==> config.mk <==
export PLATFORM = sky130hd
export DESIGN_NAME = multdiv_flat
export DESIGN_NICKNAME = d
export VERILOG_FILES = /design/src/rtl/multdiv_if.sv /design/src/rtl/multdiv.sv /design/src/flat_wrapper.sv
export SDC_FILE = /design/constraint.sdc
export NUM_CORES = 1
export LEC_CHECK = 0
export CAP_MARGIN = 25
export CORE_ASPECT_RATIO = 1.5
export CORE_MARGIN = 2
export CORE_UTILIZATION = 48
export DETAILED_ROUTE_END_ITERATION = 7
export GPL_TIMING_DRIVEN = 0
export PLACE_DENSITY = 0.71
export RECOVER_POWER = 25
export SETUP_SLACK_MARGIN = 0.5
export SLEW_MARGIN = 0
export SYNTH_ARGS = -nofsm -noshare
export SYNTH_HDL_FRONTEND = slang
export SYNTH_SLANG_ARGS = --single-unit
==> constraint.sdc <==
create_clock -name clock -period 5.8 [get_ports clock]
set_clock_uncertainty 0.15 [all_clocks]
set_input_delay 1.16 -clock clock [delete_from_list [all_inputs] [get_ports clock]]
set_output_delay 1.16 -clock clock [all_outputs]
set_load 0.03 [all_outputs]
==> src/rtl/multdiv_if.sv <==
`default_nettype none
// ============================================================================
// Module      : multdiv_if
// Description : Start/operand/result bundle for the multdiv block.
//               master : drives the start pulses and operands and observes the
//                        results (testbench or host logic).
//               slave  : the multdiv datapath itself.
//   ctrl_MULT      start pulse for a signed multiply
//   ctrl_DIV       start pulse for a signed divide
//   data_operandA  multiplicand / dividend
//   data_operandB  multiplier / divisor
//   data_result    low half of the product, or the quotient
//   data_exception overflow / divide-by-zero, qualified by data_resultRDY
//   data_resultRDY one-cycle completion pulse
//   busy           operation in progress
// Revision    : 1.0 - initial release
// ============================================================================
interface multdiv_if #(
  parameter int WIDTH = 32
);
  logic             ctrl_MULT;
  logic             ctrl_DIV;
  logic [WIDTH-1:0] data_operandA;
  logic [WIDTH-1:0] data_operandB;
  logic [WIDTH-1:0] data_result;
  logic             data_exception;
  logic             data_resultRDY;
  logic             busy;

  modport master (
    output ctrl_MULT, ctrl_DIV, data_operandA, data_operandB,
    input  data_result, data_exception, data_resultRDY, busy
  );

  modport slave (
    input  ctrl_MULT, ctrl_DIV, data_operandA, data_operandB,
    output data_result, data_exception, data_resultRDY, busy
  );
endinterface
`default_nettype wire

==> src/rtl/multdiv.sv <==
`default_nettype none
// ============================================================================
// Module      : multdiv
// Description : Iterative 32-bit signed multiplier (radix-2 Booth) and divider
//               (restoring, on magnitudes). One iteration per cycle, 32
//               iterations, then a one-cycle DONE state: a start in cycle 0
//               gives data_resultRDY in cycle 33.
//   clock  : rising-edge clock
//   reset  : synchronous, active-high
//   bus    : multdiv_if.slave (start pulses, operands, result, flags, busy)
// Config      : define MULTDIV_DIV_EN to build the divide datapath. Without it
//               a divide request still runs the full busy/DONE sequence and
//               returns result 0 with the exception flag set.
// Revision    : 1.0 - initial release
// ============================================================================
module multdiv #(
  parameter int WIDTH = 32
) (
  input  logic      clock,
  input  logic      reset,
  multdiv_if.slave  bus
);

  localparam int                 c_cnt_w = $clog2(WIDTH);
  localparam logic [c_cnt_w-1:0] c_last  = c_cnt_w'(WIDTH - 1);

  typedef enum logic [1:0] {
    S_IDLE = 2'd0,
    S_MULT = 2'd1,
    S_DIV  = 2'd2,
    S_DONE = 2'd3
  } state_t;

  state_t             r_state;
  state_t             w_state_nxt;
  logic [c_cnt_w-1:0] r_cnt;
  logic [WIDTH-1:0]   r_result;
  logic               r_exc;

  // Booth working set: {r_acc, r_mq, r_q1} is the 65-bit shift register.
  logic [WIDTH-1:0]   r_acc;
  logic [WIDTH-1:0]   r_mq;
  logic [WIDTH-1:0]   r_mcand;
  logic               r_q1;
  logic [WIDTH:0]     w_booth_sum;
  logic [WIDTH-1:0]   w_acc_nxt;
  logic [WIDTH-1:0]   w_mq_nxt;

  // The add/subtract is done one bit wider so that the bit shifted into the
  // accumulator MSB is the true sign even when acc +/- mcand overflows
  // (e.g. multiplicand 0x80000000).
  always_comb begin
    w_booth_sum = {r_acc[WIDTH-1], r_acc};
    case ({r_mq[0], r_q1})
      2'b01:   w_booth_sum = {r_acc[WIDTH-1], r_acc} + {r_mcand[WIDTH-1], r_mcand};
      2'b10:   w_booth_sum = {r_acc[WIDTH-1], r_acc} - {r_mcand[WIDTH-1], r_mcand};
      default: w_booth_sum = {r_acc[WIDTH-1], r_acc};
    endcase
  end

  assign w_acc_nxt = w_booth_sum[WIDTH:1];
  assign w_mq_nxt  = {w_booth_sum[0], r_mq[WIDTH-1:1]};

`ifdef MULTDIV_DIV_EN
  // Restoring divider: r_dq shifts the dividend magnitude out at the top and
  // the quotient bits in at the bottom.
  logic [WIDTH-1:0] r_rem;
  logic [WIDTH-1:0] r_dq;
  logic [WIDTH-1:0] r_dvs;
  logic             r_neg;
  logic             r_dz;
  logic             r_ovf;
  logic [WIDTH:0]   w_rem_sh;
  logic [WIDTH:0]   w_diff;
  logic             w_ge;
  logic [WIDTH-1:0] w_rem_nxt;
  logic [WIDTH-1:0] w_dq_nxt;
  logic [WIDTH-1:0] w_abs_a;
  logic [WIDTH-1:0] w_abs_b;

  assign w_abs_a   = bus.data_operandA[WIDTH-1] ? -bus.data_operandA : bus.data_operandA;
  assign w_abs_b   = bus.data_operandB[WIDTH-1] ? -bus.data_operandB : bus.data_operandB;
  assign w_rem_sh  = {r_rem, r_dq[WIDTH-1]};
  assign w_diff    = w_rem_sh - {1'b0, r_dvs};
  assign w_ge      = ~w_diff[WIDTH];
  assign w_rem_nxt = w_ge ? w_diff[WIDTH-1:0] : w_rem_sh[WIDTH-1:0];
  assign w_dq_nxt  = {r_dq[WIDTH-2:0], w_ge};
`endif

  always_comb begin
    w_state_nxt = r_state;
    case (r_state)
      S_IDLE: begin
        // Multiply wins a simultaneous request.
        if (bus.ctrl_MULT)     w_state_nxt = S_MULT;
        else if (bus.ctrl_DIV) w_state_nxt = S_DIV;
      end
      S_MULT, S_DIV: begin
        if (r_cnt == c_last) w_state_nxt = S_DONE;
      end
      S_DONE:  w_state_nxt = S_IDLE;
      default: w_state_nxt = S_IDLE;
    endcase
  end

  always_ff @(posedge clock) begin
    if (reset) begin
      r_state  <= S_IDLE;
      r_cnt    <= '0;
      r_result <= '0;
      r_exc    <= 1'b0;
      r_acc    <= '0;
      r_mq     <= '0;
      r_mcand  <= '0;
      r_q1     <= 1'b0;
`ifdef MULTDIV_DIV_EN
      r_rem    <= '0;
      r_dq     <= '0;
      r_dvs    <= '0;
      r_neg    <= 1'b0;
      r_dz     <= 1'b0;
      r_ovf    <= 1'b0;
`endif
    end else begin
      r_state <= w_state_nxt;
      case (r_state)
        S_IDLE: begin
          r_cnt <= '0;
          if (bus.ctrl_MULT) begin
            r_acc   <= '0;
            r_mq    <= bus.data_operandB;
            r_mcand <= bus.data_operandA;
            r_q1    <= 1'b0;
          end
`ifdef MULTDIV_DIV_EN
          else if (bus.ctrl_DIV) begin
            r_rem <= '0;
            r_dq  <= w_abs_a;
            r_dvs <= w_abs_b;
            r_neg <= bus.data_operandA[WIDTH-1] ^ bus.data_operandB[WIDTH-1];
            r_dz  <= (bus.data_operandB == '0);
            r_ovf <= (bus.data_operandA == {1'b1, {(WIDTH-1){1'b0}}}) &&
                     (bus.data_operandB == '1);
          end
`endif
        end
        S_MULT: begin
          r_cnt <= r_cnt + 1'b1;
          r_acc <= w_acc_nxt;
          r_mq  <= w_mq_nxt;
          r_q1  <= r_mq[0];
          if (r_cnt == c_last) begin
            r_result <= w_mq_nxt;
            // Overflow when the high word is not the sign-extension of the low.
            r_exc    <= (w_acc_nxt != {WIDTH{w_mq_nxt[WIDTH-1]}});
          end
        end
        S_DIV: begin
          r_cnt <= r_cnt + 1'b1;
`ifdef MULTDIV_DIV_EN
          r_rem <= w_rem_nxt;
          r_dq  <= w_dq_nxt;
          if (r_cnt == c_last) begin
            // The 0x80000000 / -1 magnitude is 0x80000000 with equal signs,
            // so the unnegated quotient already is the required result.
            r_result <= r_dz ? '0 : (r_neg ? -w_dq_nxt : w_dq_nxt);
            r_exc    <= r_dz | r_ovf;
          end
`else
          if (r_cnt == c_last) begin
            r_result <= '0;
            r_exc    <= 1'b1;
          end
`endif
        end
        default: ;
      endcase
    end
  end

  assign bus.data_result    = r_result;
  assign bus.data_exception = r_exc;
  assign bus.data_resultRDY = (r_state == S_DONE);
  assign bus.busy           = (r_state != S_IDLE);

endmodule
`default_nettype wire

==> src/flat_wrapper.sv <==
// flat-port wrapper written by rule: the top's interface ports become plain ports
module multdiv_flat 
#(
  parameter int WIDTH = 32
)
  (clock, reset, bus_ctrl_MULT, bus_ctrl_DIV, bus_data_operandA, bus_data_operandB, bus_data_result, bus_data_exception, bus_data_resultRDY, bus_busy);
  multdiv_if #(.WIDTH(WIDTH)) bus_i ();
  input  logic clock;
  input  logic reset;
  input wire logic [$bits(bus_i.ctrl_MULT)-1:0] bus_ctrl_MULT;
  input wire logic [$bits(bus_i.ctrl_DIV)-1:0] bus_ctrl_DIV;
  input wire logic [$bits(bus_i.data_operandA)-1:0] bus_data_operandA;
  input wire logic [$bits(bus_i.data_operandB)-1:0] bus_data_operandB;
  output wire logic [$bits(bus_i.data_result)-1:0] bus_data_result;
  output wire logic [$bits(bus_i.data_exception)-1:0] bus_data_exception;
  output wire logic [$bits(bus_i.data_resultRDY)-1:0] bus_data_resultRDY;
  output wire logic [$bits(bus_i.busy)-1:0] bus_busy;
  assign bus_i.ctrl_MULT = bus_ctrl_MULT;
  assign bus_i.ctrl_DIV = bus_ctrl_DIV;
  assign bus_i.data_operandA = bus_data_operandA;
  assign bus_i.data_operandB = bus_data_operandB;
  assign bus_data_result = bus_i.data_result;
  assign bus_data_exception = bus_i.data_exception;
  assign bus_data_resultRDY = bus_i.data_resultRDY;
  assign bus_busy = bus_i.busy;
  multdiv #(.WIDTH(WIDTH)) u_core (.clock(clock), .reset(reset), .bus(bus_i));
endmodule
==> run metrics <==
Antenna Violating Nets Remaining 0; Post-synth EDFFs 0; Vias between 8000 and 9000; critical path arrival approximately 5 ns; Placed Cells 1386; RSZ-0062 raised after global routing no; Worst-Margin Slew slightly above 0.7 ns; synthesized netlist cell count about 1100; CTS H-tree lvls 4; initial core utilization 0.4840; total CTS buffers 17; final worst-path cycle share 0.8656; crit path kind reg -> reg; pin count of the biggest net entering global routing 17; Async SR Flop Fraction 0; core area about 17000 um^2; synthesis-to-layout area growth 23.55%; # DRC 0; CP Launch Type flop; required time worst endpoint just under 6 ns; 1st-iter DRT viols 360; Pins Over Slew Limit 0; global route overflow 0; Port Buf Inserts around 100; filler-free cell count of the finished design ~1400; DR WL/cell about 17 um; final setup fails 0; Yosys reg bits between 100 and 150; GP Congestion between 0.9 and 1; Synth Flop Type dfxtp_1; All-Layer GR Usage 0.2583; Skew-Pair Late Insertion Delay roughly 0.42 ns; first-pass GRT wire length between 30 and 40 mm; clk buf depth 2; post-layout util 0.5979; Max Fclk ~200 MHz; vias per cell 5.674; Layout Nets between 1000 and 1500; root buf cell clkbuf_16; I/O Pins roughly 100; Final Hold Fails 0; CTS tree yes; CP Cell Sequence inv_1, ha_1, or4b_4, nor4_4, buf_4, a21oi_1, xnor2_1, ha_1, buf_2, and4_1, and3_1, nand3_1, a31oi_2, o2111ai_1, o311a_1, nor3_4, and4_1, a22oi_1, a2111oi_2, o2bb2ai_1; syn_area_per_cell slightly below 8 um^2; VDD IR max roughly 0.3 mV; sequential element share of the synthesized area 0.3295; syn nets 1182; Post-CTS Hold Fix Bufs 0; Leak 0.003739 uW; Tot Pwr roughly 5400 uW; die area around 18000 um^2; CP peak stage delay ~0.52 ns; Worst Setup End Kind flop; minimum clock period roughly 5 ns; Critical Path Fanout Max 9; Ys Warns 0; HP Class reg -> reg; final WL between 20 and 25 mm; Site Rows about 60; initial antenna violation count 0; die height ~170 um; layout cells sized above 1 0.05556; MaxCap Viol Count 0; n_diodes 0; clock transition at the registers of the reported paths 0.06 ns; Finished Cell Area 10280 um^2; Worst path slowest cell or4b_4; status finished, final reports clean; drt first pass iters 6; vias in the first global route approximately 7900; Sink Count roughly 140; die width 111.5 um; pwr dens approximately 530 nW/um^2; Final HPWL DP between 15 and 20 mm; relative slew slack 0.5158; Cell variety after synth 63; setup TNS 0 ns; placed instance area roughly 9600 um^2; Post-Syn Area roughly 8300 um^2
power by group:
part / leakage [uW] / total [uW] / switching (uW) / internal (uW)
logic: 0.00235 / 3070 / 1940 / 1130
clock network: 0.000270 / 1060 / 451 / 613
registers: 0.00112 / 1300 / 160 / 1140
total: 0.00374 / 5430 / 2550 / 2880
worst max-delay path: cells and delay by family, from the launching register on:
family / cells / cell delay [ns]
AO/OA/AOI/OAI: 7 / 1.47
XOR/XNOR: 1 / 0.18
adder cells (fa/ha/maj): 2 / 0.47
buffers and inverters: 3 / 0.47
flip-flops: 1 / 0.38
AND/OR/NAND/NOR: 7 / 1.77
registers in the layout, indices dropped and copies added, names as in the netlist:
register / cells
u_core.r_mcand: 32
u_core.bus.data_result: 32
u_core.r_q1: 1
u_core.r_mq: 32
u_core.r_state: 2
u_core.bus.data_exception: 1
u_core.r_acc: 32
u_core.r_cnt: 5
area by class of cell:
class,instances,area [um^2]
plain buffers,72,294.0
clock buffers,19,442.9
clock inverters,13,132.6
fillers,1562,6915
inverters,19,71.32
multi-input cells,844,5316
flip-flops and latches,137,2743
well taps,213,266.5
repair buffers,102,1018
through the flow:
stage	hold slack (ns)	setup slack [ns]
global route	0.3623	0.4420
detailed placement	0.3243	0.1136
CTS	0.3335	0.5212
global placement	0.3167	0.05706
floorplan	0.3115	1.291
finish	0.3351	0.7793
placed cells by master, fill, tap and decap left out, types with 13 or more instances in the layout:
master / Yosys / final
inv_1: 18 / 18
nand2_1: 129 / 128
a21oi_1: 122 / 119
clkbuf_1: 58 / 57
a211oi_1: 42 / 42
nor2_1: 149 / 149
o21ai_0: 42 / 38
ha_1: 41 / 41
mux2i_1: 39 / 39
dfxtp_1: 137 / 137
nor3b_1: 32 / 32
xnor2_1: 42 / 42
clkbuf_16: 0 / 17
nor3_1: 18 / 15
nand3_1: 13 / 13
clkdlybuf4s50_1: 0 / 97
a22oi_1: 34 / 34
xor2_1: 14 / 14
worst paths after layout:
kind | cells after the start | endpoint | slack [ns] | startpoint
worst min-delay path | 2 | u_core.r_mcand[30]$_SDFFE_PP0P_ | 0.34 | u_core.r_mcand[30]$_SDFFE_PP0P_
worst min register to register | 2 | u_core.r_mcand[30]$_SDFFE_PP0P_ | 0.34 | u_core.r_mcand[30]$_SDFFE_PP0P_
worst max register to register | 20 | u_core.bus.data_exception$_SDFFE_PP0P_ | 0.78 | u_core.r_mcand[0]$_SDFFE_PP0P_
worst max-delay path | 20 | u_core.bus.data_exception$_SDFFE_PP0P_ | 0.78 | u_core.r_mcand[0]$_SDFFE_PP0P_
what timing repair did:
| item | in CTS | in global routing |
|---|---|---|
| endpoints found under the setup margin | 2 | 1 |
| gates resized for setup | 5 | 23 |
| pin swaps | 1 | 1 |
| gates cloned | 0 | 0 |
| setup buffers | 1 | 0 |
synthesized netlist by cell type, types with 3 or more instances:
library cell  count  area [um^2]
o21bai_1          3        22.52
or4_1             3        22.52
o2bb2ai_1         3        26.28
nand4_1           7        43.79
nand3_1          13        65.06
nand3b_1          3        22.52
buf_2             4        20.02
nor3b_1          32        240.2
clkbuf_1         58        217.7
xor2_1           14        122.6
nor4b_1           3        26.28
a21oi_1         122        610.6
nor2b_1           6        37.54
inv_1            18        67.56
nand2_1         129        484.2
and3_1            4        25.02
ha_1             41        513.0
nor4_1           12        75.07
dfxtp_1         137         2743
and4_1            4        35.03
xnor2_1          42        367.9
a21o_1           12        90.09
a31oi_1           6        37.54
buf_1             7        26.28
o21a_1            5        37.54
a22oi_1          34        255.2
nor2_1          149        559.3
and2_1            5        31.28
nor3_1           18        90.09
o21ai_0          42        210.2
a211oi_1         42        315.3
a2111oi_0         4        35.03
mux2i_1          39        390.4
nand2b_1         12        75.07
layer usage:
| layer | routed length [um] | global-route usage |
|---|---|---|
| met1 | 9309 | 0.2704 |
| met2 | 12820 | 0.5064 |
| met3 | 1098 | 0.05657 |
| met4 | 624 | 0.08866 |
| met5 | 0 | 0 |
logic make-up (layout without fill, tap and decap cells):
family,Yosys count,in the layout,share of synthesized area
compound gates,296,296,0.2220
xor+xnor,56,56,0.05892
fa+ha+maj,42,42,0.06403
buf+inv,91,225,0.04359
flops,137,137,0.3295
mux,41,41,0.04960
simple gates,409,409,0.2324
Power figures use the tool's default switching activity.
